$ cat src/rtl/condicionador_entradas.sv
// Input conditioning for the game circuit: 2-flop synchronizers, per-bit debounce,
// a start pulse and a play FSM that latches the stable switch code once per press.
//
// state       | meaning
// LIVRE       | no key held; waiting for chaves_estaveis to leave 0000
// PRESSIONADO | play captured; waiting for all keys released
module condicionador_entradas #(
  parameter int DEBOUNCE_CYCLES = 50000
) (
  input  logic       clock,
  input  logic       reset,
  input  logic [3:0] chaves_raw,
  input  logic       iniciar_raw,
  output logic [3:0] chaves_estaveis,
  output logic       iniciar_pulso,
  output logic       jogada_pulso,
  output logic [3:0] jogada_codigo,
  output logic       jogada_valida,
  output logic [1:0] db_estado
);

  localparam int CW = $clog2(DEBOUNCE_CYCLES);
  localparam logic [CW-1:0] CNT_MAX = CW'(DEBOUNCE_CYCLES - 1);

  typedef enum logic [1:0] {
    LIVRE       = 2'b00,
    PRESSIONADO = 2'b01
  } estado_t;

  logic [4:0]    w_raw;
  logic [4:0]    r_s1;
  logic [4:0]    r_s2;
  logic [4:0]    r_estavel;
  logic [CW-1:0] r_cnt [5];
  logic          r_ini_ant;
  logic          r_ini_pulso;
  estado_t       r_estado;
  estado_t       w_prox;
  logic          w_captura;
  logic          w_one_hot;
  logic          r_jog_pulso;
  logic [3:0]    r_jog_codigo;
  logic          r_jog_valida;

  assign w_raw = {iniciar_raw, chaves_raw};

  always_ff @(posedge clock or posedge reset) begin
    if (reset) begin
      r_s1 <= '0;
      r_s2 <= '0;
    end else begin
      r_s1 <= w_raw;
      r_s2 <= r_s1;
    end
  end

  // Any return of s2 to the stable level restarts that bit's count.
  always_ff @(posedge clock or posedge reset) begin
    if (reset) begin
      r_estavel <= '0;
      for (int i = 0; i < 5; i++) r_cnt[i] <= '0;
    end else begin
      for (int i = 0; i < 5; i++) begin
        if (r_s2[i] == r_estavel[i]) begin
          r_cnt[i] <= '0;
        end else if (r_cnt[i] == CNT_MAX) begin
          r_estavel[i] <= r_s2[i];
          r_cnt[i]     <= '0;
        end else begin
          r_cnt[i] <= r_cnt[i] + CW'(1);
        end
      end
    end
  end

  always_ff @(posedge clock or posedge reset) begin
    if (reset) begin
      r_ini_ant   <= 1'b0;
      r_ini_pulso <= 1'b0;
    end else begin
      r_ini_ant   <= r_estavel[4];
      r_ini_pulso <= r_estavel[4] & ~r_ini_ant;
    end
  end

  assign w_one_hot = (r_estavel[3:0] != 4'b0000) &&
                     ((r_estavel[3:0] & (r_estavel[3:0] - 4'd1)) == 4'b0000);

  always_comb begin
    w_prox    = r_estado;
    w_captura = 1'b0;
    case (r_estado)
      LIVRE: begin
        if (r_estavel[3:0] != 4'b0000) begin
          w_prox    = PRESSIONADO;
          w_captura = 1'b1;
        end
      end
      PRESSIONADO: begin
        if (r_estavel[3:0] == 4'b0000) w_prox = LIVRE;
      end
      default: w_prox = LIVRE;
    endcase
  end

  always_ff @(posedge clock or posedge reset) begin
    if (reset) begin
      r_estado     <= LIVRE;
      r_jog_pulso  <= 1'b0;
      r_jog_codigo <= 4'b0000;
      r_jog_valida <= 1'b0;
    end else begin
      r_estado    <= w_prox;
      r_jog_pulso <= w_captura;
      if (w_captura) begin
        r_jog_codigo <= r_estavel[3:0];
        r_jog_valida <= w_one_hot;
      end
    end
  end

  assign chaves_estaveis = r_estavel[3:0];
  assign iniciar_pulso   = r_ini_pulso;
  assign jogada_pulso    = r_jog_pulso;
  assign jogada_codigo   = r_jog_codigo;
  assign jogada_valida   = r_jog_valida;
  assign db_estado       = r_estado;

endmodule

$ cat config.mk
export PLATFORM = sky130hd
export DESIGN_NAME = condicionador_entradas
export DESIGN_NICKNAME = d
export VERILOG_FILES = /design/src/rtl/condicionador_entradas.sv
export SDC_FILE = /design/constraint.sdc
export NUM_CORES = 1
export LEC_CHECK = 0
export ABC_AREA = 1
export BUFFER_PORTS_ARGS = -buffer_cell sky130_fd_sc_hd__buf_2
export CAP_MARGIN = 20
export CORE_MARGIN = 8
export CORE_UTILIZATION = 35
export DETAILED_ROUTE_END_ITERATION = 10
export MAX_ROUTING_LAYER = met4
export PLACE_DENSITY_LB_ADDON = 0.12
export SETUP_SLACK_MARGIN = 0.3
export SLEW_MARGIN = 20
export SYNTH_ARGS = -nofsm -noshare
export SYNTH_HDL_FRONTEND = slang
export SYNTH_SLANG_ARGS = --single-unit
$ cat constraint.sdc
create_clock -name clock -period 4 [get_ports clock]
set_input_delay 0 -clock clock [delete_from_list [all_inputs] [get_ports clock]]
set_output_delay 0 -clock clock [all_outputs]
set_load 0.1 [all_outputs]
==> metrics.yaml, run 1 <==
postCtsSetupRepairBufs: 0
ys_ff_latch: 104
drv_slew: 0
reg2reg_slack_ps: 2490
criticalPathCategory: "register to register"
required_ps: 4260
final_antenna_net_count: 0
final.period_utilization_pct: 37.6
cts.sinks: 104
die_h_um: 139
p_leak_uw: 0.00274
post_drt_wl_per_cell_um: 12.3
cp-start-kind: "register"
ys_types: 26
cts-buffers-inserted: 9
fillers: 1562
period_needed_ps: 1510
finalClockSkew_ps: 8.58
gp_congestion: 0.881
ys_top_cells_by_area: "dfrtp_1 49%, nor2_1 12%, nand2_1 10%"
ys_seq_area_share_pct: 49.4
reg2reg_depth: 8
outcome: "completed"
row_count: 45
hold_depth: 2
start_util_pct: 35.2
clock_latency_ps: 350
drc: 0
final_util_pct: 39.5
dr.pass1.iters: 7
power_density_nw_per_um2: 347
grt_pass1_vias: 3973
gr-usage-all-layers_pct: 12.5
synth_top_area_cell: "dfrtp_1"
hold_viol_final: 0
pin_count: 20
rsz0062_at_grt: "no"
dp_cells: 889
relSlewSlack_pct: 37.7
avgSynthCellArea_um2: 7.67
syn_inst: 687
hp-class: "primary input to register"
max_freq_mhz: 664
critPathArrivalTime_ps: 1770
cts_buffer_depth: 2
clkTransAtPathRegs_ps: 70
dp_worst_setup_slack_ps: 2490
num_antenna_cells: 0
synth_warnings: 0
totalWireLength_mm: 11.2
via_per_inst: 4.66
core_um2: 15000
tightest_slew_ps: 934
cts_tree: "yes"
die-area_um2: 19200
dr_total_vias: 4238
cts-root-buf: "clkbuf_16"
final_cells: 910
report.final.setup_viol: 0
netlist_area_um2: 5270
critPathMaxFanout: 9
peakVddDrop_mv: 0.208
die_w_um: 139
tns_ps: 0
reg2reg_to: "r_cnt[10]"
grt_pass1_wl_mm: 19.2
dp_hpwl_mm: 8.21
worstReg2RegStart: "r_cnt[0]"
startpoint: "r_cnt[0]"
grt_start_max_net_pins: 75
fin_hold_ws_ps: 286
dr.first_iter.drc_count: 214
yosysTopAreaCellShare_pct: 49.4
syn_to_final_growth_pct: 12.4
whs_endpoint: "r_s1[0]"
cts_max_level: 3
setup_ws_ps: 2490
syn_nets: 700
cp-end-kind: "register"
fin_nets: 731
layout-drive-gt1-share_pct: 7.06
hp-start: "chaves_raw[0]"
grt-ovfl-total: 0
cts_resized: 0
io_buffers: 18
antenna_found_initial: 0
drv_cap: 0
routing by layer:
metal  share of wire [%]  vias to the layer above  track usage, %
li1                    -                     2203               -
met3                 2.8                        2            3.75
met4                0.49                        0            3.12
met1                  49                     1996            15.8
met5                   0                        -               -
met2                  47                       37            19.2
power breakdown:
part / internal (uW) / leakage (uW) / switching, uW
combinational: 20.4 / 0.00118 / 54.4
sequential: 1070 / 0.00142 / 13.9
clock: 503 / 0.000146 / 394
cell families (layout without fill, tap and decap cells):
group / Yosys count / after routing / share of synthesized area, %
simple gates: 418 / 418 / 33.5
flops: 104 / 104 / 49.4
buf+inv: 94 / 129 / 7.05
compound gates: 33 / 33 / 3.25
xor+xnor: 31 / 31 / 5.30
fa+ha+maj: 6 / 6 / 1.42
other cells: 1 / 1 / 0.0712
how the worst max path moves through the flow:
| stage | end | depth (start not counted) |
|---|---|---|
| after floorplan | db_estado[0] | 1 |
| after detailed placement | r_cnt[10] | 8 |
| after global routing | r_cnt[10] | 8 |
| after CTS | r_cnt[10] | 8 |
| final | r_cnt[10] | 8 |
| after global placement | r_cnt[25] | 8 |
placed cells by master (no fill, tap or decap), types with 2 or more instances in the layout:
cell | netlist | routed
nand4_1 | 11 | 11
nand2_1 | 141 | 141
nor2_2 | 3 | 3
nor3b_1 | 2 | 2
ha_1 | 6 | 6
nor3_1 | 27 | 27
inv_6 | 0 | 2
dlygate4sd3_1 | 0 | 6
clkbuf_16 | 0 | 9
xnor2_1 | 7 | 7
nor2_1 | 172 | 172
inv_1 | 87 | 86
buf_2 | 0 | 18
inv_2 | 2 | 2
a21oi_1 | 22 | 22
xor2_1 | 23 | 23
nor2_4 | 3 | 3
nand2_2 | 5 | 5
o21ai_0 | 8 | 8
nand3_1 | 51 | 51
dfrtp_1 | 104 | 104
critical path, cell delays in order, from the launching register on:
cell and delay (ps):
dfrtp_1 410, ha_1 230, nand2_1 150, inv_1 80
nand2_1 60, nor2_1 40, nand2_1 120, nand2_2 160
nor3_1 170
sequential cells by signal, indices dropped and copies added, names as in the netlist, 4 cells and up:
register,cells
r_s1,5
r_s2,5
r_cnt,80
jogada_codigo,4
r_estavel,5
area by class of cell:
cell class              count  area [um2]  share of cell area, %
multi-input cells         489        2290                   38.7
clock inverters             4        52.6                  0.887
repair buffers             25         158                   2.66
inverters                  89         337                   5.68
clock buffers              11         243                   4.10
well taps                 188         235                   3.97
flip-flops and latches    104        2600                   43.9
synth_stat cells:
| master | number |
|---|---|
| o21ai_0 | 8 |
| o21bai_1 | 1 |
| nand2_1 | 141 |
| conb_1 | 1 |
| ha_1 | 6 |
| nand2_2 | 5 |
| xnor2_1 | 7 |
| inv_1 | 87 |
| nor3_2 | 1 |
| o211ai_1 | 1 |
| nor3b_2 | 1 |
| nand3_2 | 1 |
| inv_2 | 2 |
| nor3_1 | 27 |
| nor3b_1 | 2 |
| buf_4 | 5 |
| nor2_4 | 3 |
| xor2_1 | 23 |
| nand3_1 | 51 |
| dfrtp_1 | 104 |
| a21oi_1 | 22 |
| nand4_1 | 11 |
| o22ai_1 | 1 |
| nor2_2 | 3 |
| xor2_2 | 1 |
| nor2_1 | 172 |
repair_timing:
| action | in CTS | in global routing |
|---|---|---|
| setup endpoints to repair | 0 | 0 |
| endpoints found under the hold margin | 78 | 0 |
| hold buffers | 6 | 0 |
through the flow:
stage / total power [uW] / area, um2
global route: 2150 / 5920
CTS: 2090 / 5920
finish: 2050 / 5920
global placement: 1170 / 5570
floorplan: 1150 / 5270
detailed placement: 1180 / 5570
(Power assumes the default switching activity.)
==> run 2: changes to the inputs <==
==> constraint.sdc (replaced) <==
create_clock -name clock -period 1.24 [get_ports clock]
set_input_delay 0 -clock clock [delete_from_list [all_inputs] [get_ports clock]]
set_output_delay 0 -clock clock [all_outputs]
set_load 0.1 [all_outputs]
==> metrics.yaml, run 2 (synthesis gave the netlist of run 1 again) <==
hp-class: "primary input to async pin"
pin_count: 20  # unchanged
fillers: 1280  # -18%
regMostFlops: "r_cnt"
gr-usage-all-layers_pct: 14.9  # +2.4 points
largest_reg_flops: 80  # unchanged
layout_common_cells: "97 x nand2_1, 97 x nor2_1, 86 x dfrtp_1"
die-area_um2: 19200  # unchanged
num_antenna_cells: 0  # unchanged
drv_cap: 0  # unchanged
reg2reg_depth: 6  # -2
dp_hpwl_mm: 9.04  # +10%
drc: 0  # unchanged
max_freq_mhz: 766  # +15%
dr_total_vias: 4913  # +16%
finalClockSkew_ps: 4.61  # -3.97 ps
drv_slew: 0  # unchanged
start_util_pct: 35.2  # unchanged
cp-start-kind: "register"
cts_buffer_depth: 2  # unchanged
rsz0062_at_grt: "yes"
p_leak_uw: 0.00385  # +40%
reg2reg_to: "r_cnt[56]"
cts_max_level: 3  # unchanged
report.final.setup_viol: 48  # +48
power_density_nw_per_um2: 852  # +150%
layout-drive-gt1-share_pct: 49.4  # +42 points
dp_cells: 971  # +9.2%
cp_cell_sequence: "ha_4 -> nand2_4 -> nor2_4 -> nand2_1 -> xor2_1 -> nor2_1"
clkTransAtPathRegs_ps: 70  # about the same
clock_latency_ps: 350  # about the same
fin_nets: 859  # +18%
criticalPathCategory: "register to register"
cp-end-kind: "register"
setup_ws_ps: -65.6  # -2560 ps
syn_to_final_growth_pct: 64.6
final_cells: 1039  # +14%
critPathArrivalTime_ps: 1540  # -230 ps
fin_hold_ws_ps: 204  # -82.2 ps
dr.pass1.iters: 4  # -3
grt_pass1_wl_mm: 23.0  # +20%
cts_tree: "yes"
critPathBufInv: 0  # -1
antenna_found_initial: 0  # unchanged
grt_start_max_net_pins: 44  # -41%
final.period_utilization_pct: 105  # +68 points
dr.first_iter.drc_count: 259  # +21%
violations: "setup timing"
worstReg2RegStart: "r_cnt[48]"
io_buffers: 18  # unchanged
critPathMaxFanout: 7  # -2
cts-root-buf: "clkbuf_16"
grt_pass1_vias: 4857  # +22%
via_per_inst: 4.73  # +1.5%
required_ps: 1480  # -2780 ps
final_antenna_net_count: 0  # unchanged
critPathMaxStageDelay_ps: 420  # about the same
core_um2: 15000  # unchanged
cts-buffers-inserted: 9  # unchanged
path_delay_family: "simple AND/OR/NAND/NOR gates"
grt-ovfl-total: 0  # unchanged
reg2reg_slack_ps: -70  # -2560 ps
peakVddDrop_mv: 0.893  # +330%
gp_congestion: 0.877  # -0.47%
post_drt_wl_per_cell_um: 13.4  # +8.2%
die_h_um: 139  # unchanged
totalWireLength_mm: 13.9  # +24%
row_count: 45  # unchanged
slowest_stage: "dfrtp_1"
cts.sinks: 104  # unchanged
hold_viol_final: 0  # unchanged
die_w_um: 139  # unchanged
period_needed_ps: 1310  # -199 ps
outcome: "finished, violations left"
==> run 2: cell count changes in the layout (fill, tap and decap cells not counted), moves of 32 or more <==
cell     previous run  this run
buf_4               1        76
buf_6               0        42
nand2_1           141        97
nand3_1            51        19
nor2_1            172        97
nor2_2              3        42
nor2_4              3        39
==> run 2: layout make-up <==
class	instances	area [um2]	area share (%)
Inverter	89	368	4.24
Sequential cell	104	2630	30.3
Timing Repair inverter	1	6.26	0.0721
Clock buffer	13	250	2.88
Tap cell	188	235	2.71
Timing Repair Buffer	150	1530	17.7
Multi-Input combinational cell	491	3570	41.1
Clock inverter	3	90.1	1.04
==> run 2: through the flow <==
| stage | setup TNS (ps) | power, uW | setup WS (ps) | cell area (um2) | utilization, % |
|---|---|---|---|---|---|
| global placement | -1040 | 3900 | -44.1 | 6510 | 43.5 |
| CTS | -1550 | 7410 | -75.2 | 7890 | 52.7 |
| detailed placement | -2840 | 3920 | -116 | 6510 | 43.5 |
| floorplan | -828 | 3750 | -115 | 5480 | - |
| global route | -6250 | 7690 | -159 | 8670 | 57.9 |
| finish | -1180 | 7390 | -65.6 | 8670 | 57.9 |
==> run 2: routing by layer <==
metal / up-vias / routed length, um / track usage, %
met3: 14 / 406 / 3.30
met5: - / 0 / -
li1: 2456 / - / -
met1: 2362 / 6420 / 18.8
met4: 0 / 157 / 4.10
met2: 81 / 6890 / 23.6
==> run 2: worst max-delay path by stage <==
stage,from,end,cells after the start
after floorplan,reset,db_estado[0],1
after global placement,r_cnt[0],r_cnt[10],8
after detailed placement,r_cnt[16],r_cnt[26],8
after CTS,r_cnt[48],r_cnt[57],8
after global routing,r_cnt[71],r_cnt[76],6
final,r_cnt[48],r_cnt[56],6
==> run 2: repair_timing <==
item	in CTS	in global routing
pin swaps	64	64
setup buffers	21	22
gates cloned	2	1
hold buffers	6	0
hold endpoints to repair	38	0
setup endpoints to repair	104	104
resized for setup	214	148
==> run 2: report_power, final <==
group	internal, uW	total [uW]	switching, uW	leakage, uW
Clock	2030	3300	1270	0.000164
Combinational	257	569	313	0.00230
Sequential	3450	3520	73.7	0.00139
Total	5740	7390	1650	0.00385
==> run 2: tightest hold or removal path: stages <==
cell	delay (ps)
dlygate4sd3_1	520
buf_2	130
clkinvlp_4	320
